**src/rtl/cpu_types_pkg.sv**
```systemverilog
// Shared types for the pipeline hazard controller: register index, controller
// state and the bundle of latch enables/flushes it drives.
package cpu_types_pkg;

    typedef logic [4:0] regbits_t;

    typedef enum logic [1:0] {
        RUN        = 2'd0,
        DWAIT      = 2'd1,
        FLUSH_PEND = 2'd2,
        HALTED     = 2'd3
    } hz_state_t;

    typedef struct packed {
        logic pcEn;
        logic ifidEn;
        logic idexEn;
        logic exmemEn;
        logic memwbEn;
        logic ifidFlush;
        logic idexFlush;
    } hz_ctrl_t;

    localparam hz_ctrl_t CTRL_RUN = '{pcEn: 1'b1, ifidEn: 1'b1, idexEn: 1'b1,
                                      exmemEn: 1'b1, memwbEn: 1'b1,
                                      ifidFlush: 1'b0, idexFlush: 1'b0};

    localparam hz_ctrl_t CTRL_FREEZE = '{pcEn: 1'b0, ifidEn: 1'b0, idexEn: 1'b0,
                                         exmemEn: 1'b0, memwbEn: 1'b0,
                                         ifidFlush: 1'b0, idexFlush: 1'b0};

    localparam hz_ctrl_t CTRL_RESET = '{pcEn: 1'b0, ifidEn: 1'b0, idexEn: 1'b0,
                                        exmemEn: 1'b0, memwbEn: 1'b0,
                                        ifidFlush: 1'b1, idexFlush: 1'b1};

    // A load into $zero never creates a real dependency.
    function automatic logic isLoadUse(input logic memRd, input regbits_t exRt,
                                       input regbits_t idRs, input regbits_t idRt);
        return memRd && (exRt != '0) && ((exRt == idRs) || (exRt == idRt));
    endfunction

endpackage

```
**src/rtl/sat_counter.sv**
```systemverilog
// Saturating up-counter; holds at all-ones instead of wrapping.
module sat_counter #(
    parameter int W = 16
) (
    input  logic         CLK,
    input  logic         inc,
    input  logic         clear,
    output logic [W-1:0] count
);

    always_ff @(posedge CLK) begin
        if (clear)
            count <= '0;
        else if (inc && (count != '1))
            count <= count + W'(1);
    end

endmodule

```
**src/rtl/hazard_control.sv**
```systemverilog
// Pipeline sequencing controller: latch enables/flushes and PC enable for the
// five-stage core, plus saturating stall/flush debug counters.
module hazard_control
    import cpu_types_pkg::*;
#(
    parameter int CNT_W = 16
) (
    input  logic             CLK,
    input  logic             nRST,
    input  regbits_t         id_rs,
    input  regbits_t         id_rt,
    input  regbits_t         ex_rt,
    input  logic             ex_memRd,
    input  logic             ex_branch_taken,
    input  logic             ihit,
    input  logic             mem_dreq,
    input  logic             dhit,
    input  logic             mem_halt,
    output logic             pc_en,
    output logic             ifid_en,
    output logic             idex_en,
    output logic             exmem_en,
    output logic             memwb_en,
    output logic             ifid_flush,
    output logic             idex_flush,
    output logic             halt_out,
    output logic [CNT_W-1:0] stall_cnt,
    output logic [CNT_W-1:0] flush_cnt
);

    hz_state_t state, nextState;
    hz_ctrl_t  ctrl;
    logic      haltDone, dWait, loadUseHz, branchEv;

    always_comb begin
        haltDone  = mem_halt && (!mem_dreq || dhit);
        dWait     = mem_dreq && !dhit;
        loadUseHz = isLoadUse(ex_memRd, ex_rt, id_rs, id_rt);
        ctrl      = CTRL_FREEZE;
        nextState = state;
        branchEv  = 1'b0;

        // DWAIT needs no branch of its own: once dhit arrives it behaves as RUN.
        if (!nRST) begin
            ctrl      = CTRL_RESET;
            nextState = RUN;
        end else if (state == HALTED) begin
            nextState = HALTED;
        end else if (haltDone) begin
            nextState = HALTED;
        end else if (dWait) begin
            nextState = DWAIT;
        end else if (ex_branch_taken) begin
            ctrl           = CTRL_RUN;
            ctrl.ifidFlush = 1'b1;
            ctrl.idexFlush = 1'b1;
            branchEv       = 1'b1;
            nextState      = ihit ? RUN : FLUSH_PEND;
        end else if (state == FLUSH_PEND) begin
            // Hold PC until the wrong-path fetch returns, then discard it.
            ctrl           = CTRL_RUN;
            ctrl.pcEn      = ihit;
            ctrl.ifidFlush = 1'b1;
            nextState      = ihit ? RUN : FLUSH_PEND;
        end else if (loadUseHz) begin
            ctrl           = CTRL_RUN;
            ctrl.pcEn      = 1'b0;
            ctrl.ifidEn    = 1'b0;
            ctrl.idexFlush = 1'b1;
            nextState      = RUN;
        end else if (!ihit) begin
            ctrl           = CTRL_RUN;
            ctrl.pcEn      = 1'b0;
            ctrl.ifidFlush = 1'b1;
            nextState      = RUN;
        end else begin
            ctrl      = CTRL_RUN;
            nextState = RUN;
        end
    end

    always_ff @(posedge CLK) begin
        if (!nRST)
            state <= RUN;
        else
            state <= nextState;
    end

    assign pc_en      = ctrl.pcEn;
    assign ifid_en    = ctrl.ifidEn;
    assign idex_en    = ctrl.idexEn;
    assign exmem_en   = ctrl.exmemEn;
    assign memwb_en   = ctrl.memwbEn;
    assign ifid_flush = ctrl.ifidFlush;
    assign idex_flush = ctrl.idexFlush;
    assign halt_out   = nRST && (state == HALTED);

    sat_counter #(.W(CNT_W)) uStallCnt (
        .CLK   (CLK),
        .inc   (!ctrl.pcEn && !halt_out),
        .clear (!nRST),
        .count (stall_cnt)
    );

    sat_counter #(.W(CNT_W)) uFlushCnt (
        .CLK   (CLK),
        .inc   (branchEv),
        .clear (!nRST),
        .count (flush_cnt)
    );

endmodule

```
**config.mk**
```make
export PLATFORM = sky130hd
export DESIGN_NAME = hazard_control
export DESIGN_NICKNAME = d
export VERILOG_FILES = /design/src/rtl/cpu_types_pkg.sv /design/src/rtl/sat_counter.sv /design/src/rtl/hazard_control.sv
export SDC_FILE = /design/constraint.sdc
export NUM_CORES = 1
export LEC_CHECK = 0
export ABC_AREA = 1
export BUFFER_PORTS_ARGS = -buffer_cell sky130_fd_sc_hd__buf_2
export CORE_UTILIZATION = 50
export DETAILED_ROUTE_END_ITERATION = 6
export HOLD_SLACK_MARGIN = 0.08
export PLACE_DENSITY = 0.77
export RECOVER_POWER = 100
export SYNTH_ARGS = -nofsm -noshare
export SYNTH_HDL_FRONTEND = slang
export SYNTH_HIERARCHICAL = 1
export SYNTH_SLANG_ARGS = --single-unit
```
**constraint.sdc**
```tcl
create_clock -name CLK -period 2.15 [get_ports CLK]
set_clock_uncertainty 0.05 [all_clocks]
set_input_delay 0.215 -clock CLK [delete_from_list [all_inputs] [get_ports CLK]]
set_output_delay 0.215 -clock CLK [all_outputs]
set_load 0.05 [all_outputs]
```
# == Yosys cells after proc, flatten, opt, wreduce, memory -nomap -nowiden ==
# Cells that the tools add are included.
# totals
register_bits,34
in_bits,23
# classes
addsub,2
n_mux,19
n_reduce_logical,15
n_eq_ne,6
# ops
op,n
7-bit two-way mux,8
16-bit by 1-bit adder with 16-bit output (second input constant),2
16-bit inequality test (second input constant),2
2-bit two-way mux,6
5-bit == test,2
1-bit logical AND,8
1-bit two-way mux,5
5-bit nonzero test,1
2-bit == test (second input constant),2
1-bit zero test,4
1-bit logical OR,2

# == Depth between registers and ports, before layout ==
# logic_depth
ltp_word,13
ltp_mapped,18
depth_no_buf,17

# == By module ==
# Netlist, hierarchy kept.
# modules_own_cells
module,seq_area_each_um2,cells_per_inst,n_inst,area_per_inst_um2
sat_counter,320.3,149,2,929.6
hazard_control,40.0,87,1,416.6

# == Worst setup path after synthesis ==
# Ideal clock, no wire load.
# synth_path
path_type,register to register
start,register state[0]
end,register uStallCnt.count[10]
setup_time_ns,0.117
arrival_time_ns,1.893
synth_period_minus_slack_ns,2.060
required_time_ns,1.983
path_stages_with_launch,13
setup_slack_ns,0.090
path_cell_list,dfxtp_1 nand2_1 nor2_1 inv_1 nand2_1 inv_1 buf_2 nand2_1 inv_1 nand3_1 inv_1 a21oi_1 nor2_1
# synth_between
elab_cells_between_ends,13
classes_between,eq/ne: 2; mux: 6; reduce/logical: 5
# synth_lines
element,line_no,rtl
"start, declared",hazard_control.sv:31,"hz_state_t state, nextState;"
"start signal, assigned",hazard_control.sv:86,state <= nextState;
2-bit == test,hazard_control.sv:96,assign halt_out = nRST && (state == HALTED);
1-bit logical AND,hazard_control.sv:96,
named net halt_out,hazard_control.sv:26,"output logic halt_out,"
1-bit zero test,hazard_control.sv:100,".inc (!ctrl.pcEn && !halt_out),"
1-bit logical AND,hazard_control.sv:100,
1-bit logical AND,sat_counter.sv:14,else if (inc && (count != '1))
"end signal, assigned",sat_counter.sv:15,count <= count + W'(1);
"end, declared",sat_counter.sv:8,output logic [W-1:0] count
# The timed path passes the listed nets, and every way through them passes these cells.
# A chain may end at the register's enable or synchronous reset.

# == Worst setup path after layout ==
# layout_path
start,register state[0]
end,output ifid_flush
# layout_between
elab_chain_len,7
elab_cells_between_ends,8
classes_between,eq/ne: 2; mux: 6
# layout_rtl
element,line_no,rtl
2-bit == test,hazard_control.sv:59,end else if (state == FLUSH_PEND) begin
7-bit two-way mux,hazard_control.sv:59,
7-bit two-way mux,hazard_control.sv:53,end else if (ex_branch_taken) begin
7-bit two-way mux,hazard_control.sv:51,end else if (dWait) begin
7-bit two-way mux,hazard_control.sv:49,end else if (haltDone) begin
7-bit two-way mux (*),hazard_control.sv:47,end else if (state == HALTED) begin
7-bit two-way mux (*),hazard_control.sv:44,if (!nRST) begin
"end, declared",hazard_control.sv:24,"output logic ifid_flush,"
# Mark *: on every way between the ends. The rest lies on a longest branch, timed or not.

==> results.json <==
{
  "status": "finished, final reports clean",
  "numCtsBuffers": 5,
  "grt.overflow.total": 0,
  "hp-start": "mem_halt",
  "initial_core_util_pct": 52.3,
  "core-area_sq_um": 4350,
  "yosys_register_bits": 34,
  "cp.arrival_ps": 1670,
  "worstPathRequired_ps": 1880,
  "fmax_mhz": 518,
  "path_class": "reg2out",
  "cts.clk_slew.worst_paths_ps": 70,
  "drive_gt1_share_pct": 12.7,
  "synth_nets": 410,
  "rrSetupSlack_ps": 270,
  "min_path_type": "in2reg",
  "finalSetupViolations": 0,
  "cts_root_buf": "clkbuf_8",
  "fill_cells": 459,
  "crit_fanout": 3,
  "startpoint_type": "register",
  "firstDrtPassIters": 4,
  "antenna_cells": 0,
  "tritoncts": "yes",
  "syn_avg_cell_area_sq_um": 5.91,
  "min_path_cells": 3,
  "slew_viol_final": 0,
  "pin_count": 63,
  "drt_iter0_markers": 117,
  "hold_viol": 0,
  "rows": 24,
  "syn_to_final_growth_pct": 14.9,
  "end_kind": "output pin",
  "worst_pin_slew_ps": 609,
  "drv_cap": 0,
  "clk_path_buf_depth": 2,
  "slew_headroom_pct": 59.6,
  "worstReg2RegStart": "state[0]",
  "ir_drop_mv": 0.339,
  "final_core_util_pct": 60.1,
  "timing.rr.end": "uStallCnt/count[13]",
  "crit_chain": "nand2_1 > nor3b_1 > nor2_1 > a21oi_1 > clkbuf_1",
  "grt_start_max_net_pins": 17,
  "grt_pass1_vias": 2117,
  "antenna_found_initial": 0,
  "dp_hpwl_um": 3870,
  "synth-edff-count": 0,
  "die_h_um": 69.5,
  "numClockSinks": 34,
  "fin_crit_sh_pct": 89.8,
  "worstRegToRegCells": 13,
  "io_buffers": 62,
  "syn_area_sq_um": 2280,
  "grt_first_pass_wirelength_um": 8580,
  "yosysWarnings": 6,
  "layout.nets": 474,
  "p_leak_nw": 1.23,
  "drc_errors": 0,
  "synth_cell_types": 25,
  "ys.flop_type": "dfxtp_1",
  "grt_usage_pct": 21.5,
  "startpoint": "state[0]",
  "insertion_delay_ps": 290,
  "htreeDepth": 2,
  "powerDensity_nw_per_um2": 522,
  "async_flop_share_pct": 0,
  "slowest_stage": "clkbuf_1",
  "vias": 2438,
  "ctsHoldBuffers": 0,
  "fin_crit_ps": 1930,
  "drtAntennaViolNets": 0,
  "fin_setup_tns_ps": 0,
  "seq_area_sq_um": 681,
  "die-width_um": 69.5,
  "wire_per_inst_um": 9.84,
  "vias_per_cell": 4.86,
  "syn_inst": 385,
  "die-area_sq_um": 4830,
  "yosysSeqAreaShare_pct": 29.9,
  "slowest_delay_ps": 480,
  "cts_setup_buffers": 0,
  "worst_hold_path.endpoint": "state[1]",
  "rsz0062_at_grt": "false",
  "ctsResizeCount": 0,
  "multi_input_area_sq_um": 1340,
  "routed_wl_um": 4940,
  "globalplace.congestion": 0.848
}
[worst max-delay path by stage]
| stage | end | slack (ps) | cells after the start |
|---|---|---|---|
| global route | uStallCnt/count[13] | 40 | 13 |
| detailed placement | uStallCnt/count[13] | 130 | 16 |
| finish | ifid_flush | 220 | 5 |
| floorplan | uStallCnt/count[10] | 90 | 12 |
| global placement | uStallCnt/count[13] | 180 | 17 |
| CTS | pc_en | 280 | 7 |
[per-stage QoR]
step | worst slack, ps | instances | power, mW | instance area, sq um | hold slack [ps]
after floorplan | 90.0 | 385 | 0.834 | 2280 | 380
after global placement | 180 | 494 | 0.887 | 2620 | 459
after detailed placement | 133 | 494 | 0.892 | 2620 | 469
after CTS | 282 | 502 | 1.39 | 2710 | 206
after global routing | 39.5 | 502 | 1.43 | 2620 | 246
final | 218 | 502 | 1.36 | 2620 | 217
[area by class of cell]
cell class / instances / share of cell area (%)
Clock buffer: 7 / 3.30
Tap cell: 52 / 2.49
Inverter: 45 / 6.46
Sequential cell: 34 / 26.0
Multi-Input combinational cell: 300 / 51.1
Clock inverter: 1 / 0.191
Timing Repair Buffer: 63 / 10.4
[cell usage after synthesis (3+ instances only)]
cell type  number  area [sq um]
a21oi_1        16          80.1
dfxtp_1        34           681
inv_1          41           154
inv_2           4          15.0
nand2_1       122           458
nand2_2         6          37.5
nand3_1        28           140
nand4_1         6          37.5
nor2_1         81           304
nor2_2         20           125
nor2_4          4          45.0
nor3_1          3          15.0
[cells in the final DEF (no fill, tap or decap), drive strengths merged, types with 2 or more instances in the layout]
| cell | n |
|---|---|
| nor3 | 3 |
| nand2 | 128 |
| a21oi | 16 |
| or2 | 2 |
| nand4 | 7 |
| xnor2 | 2 |
| nor2 | 107 |
| nand3 | 29 |
| buf | 24 |
| ha | 2 |
| clkbuf | 46 |
| dfxtp | 34 |
| inv | 45 |
[power by group]
part	switching (mW)	internal, mW
Clock	0.236	0.258
Combinational	0.154	0.0628
Sequential	0.0114	0.641
[routing by layer]
layer / GRT usage [%] / wire length (um) / up-vias
met5: 0 / 0 / -
met4: 7.71 / 61 / 0
met3: 4.65 / 183 / 5
met2: 38.3 / 2400 / 51
met1: 25.2 / 2290 / 1069
li1: - / - / 1313
[kinds of logic after synthesis]
logic type      count (synthesis)  synth area share, %
buf+inv                        51                 9.18
fa+ha+maj                       2                 1.10
simple gates                  277                 54.7
xor+xnor                        2                0.770
flops                          34                 29.9
compound gates                 19                 4.34
[sequential cells by signal (all words and copies together) (netlist names)]
name             cells
state                2
uFlushCnt/count     16
uStallCnt/count     16
[critical path, delay by kind of cell (launching register included)]
family	cells	cell delay, ps
buffers and inverters	1	480
AO/OA/AOI/OAI	1	150
flip-flops	1	310
AND/OR/NAND/NOR	3	440
Power figures use the tool's default switching activity.
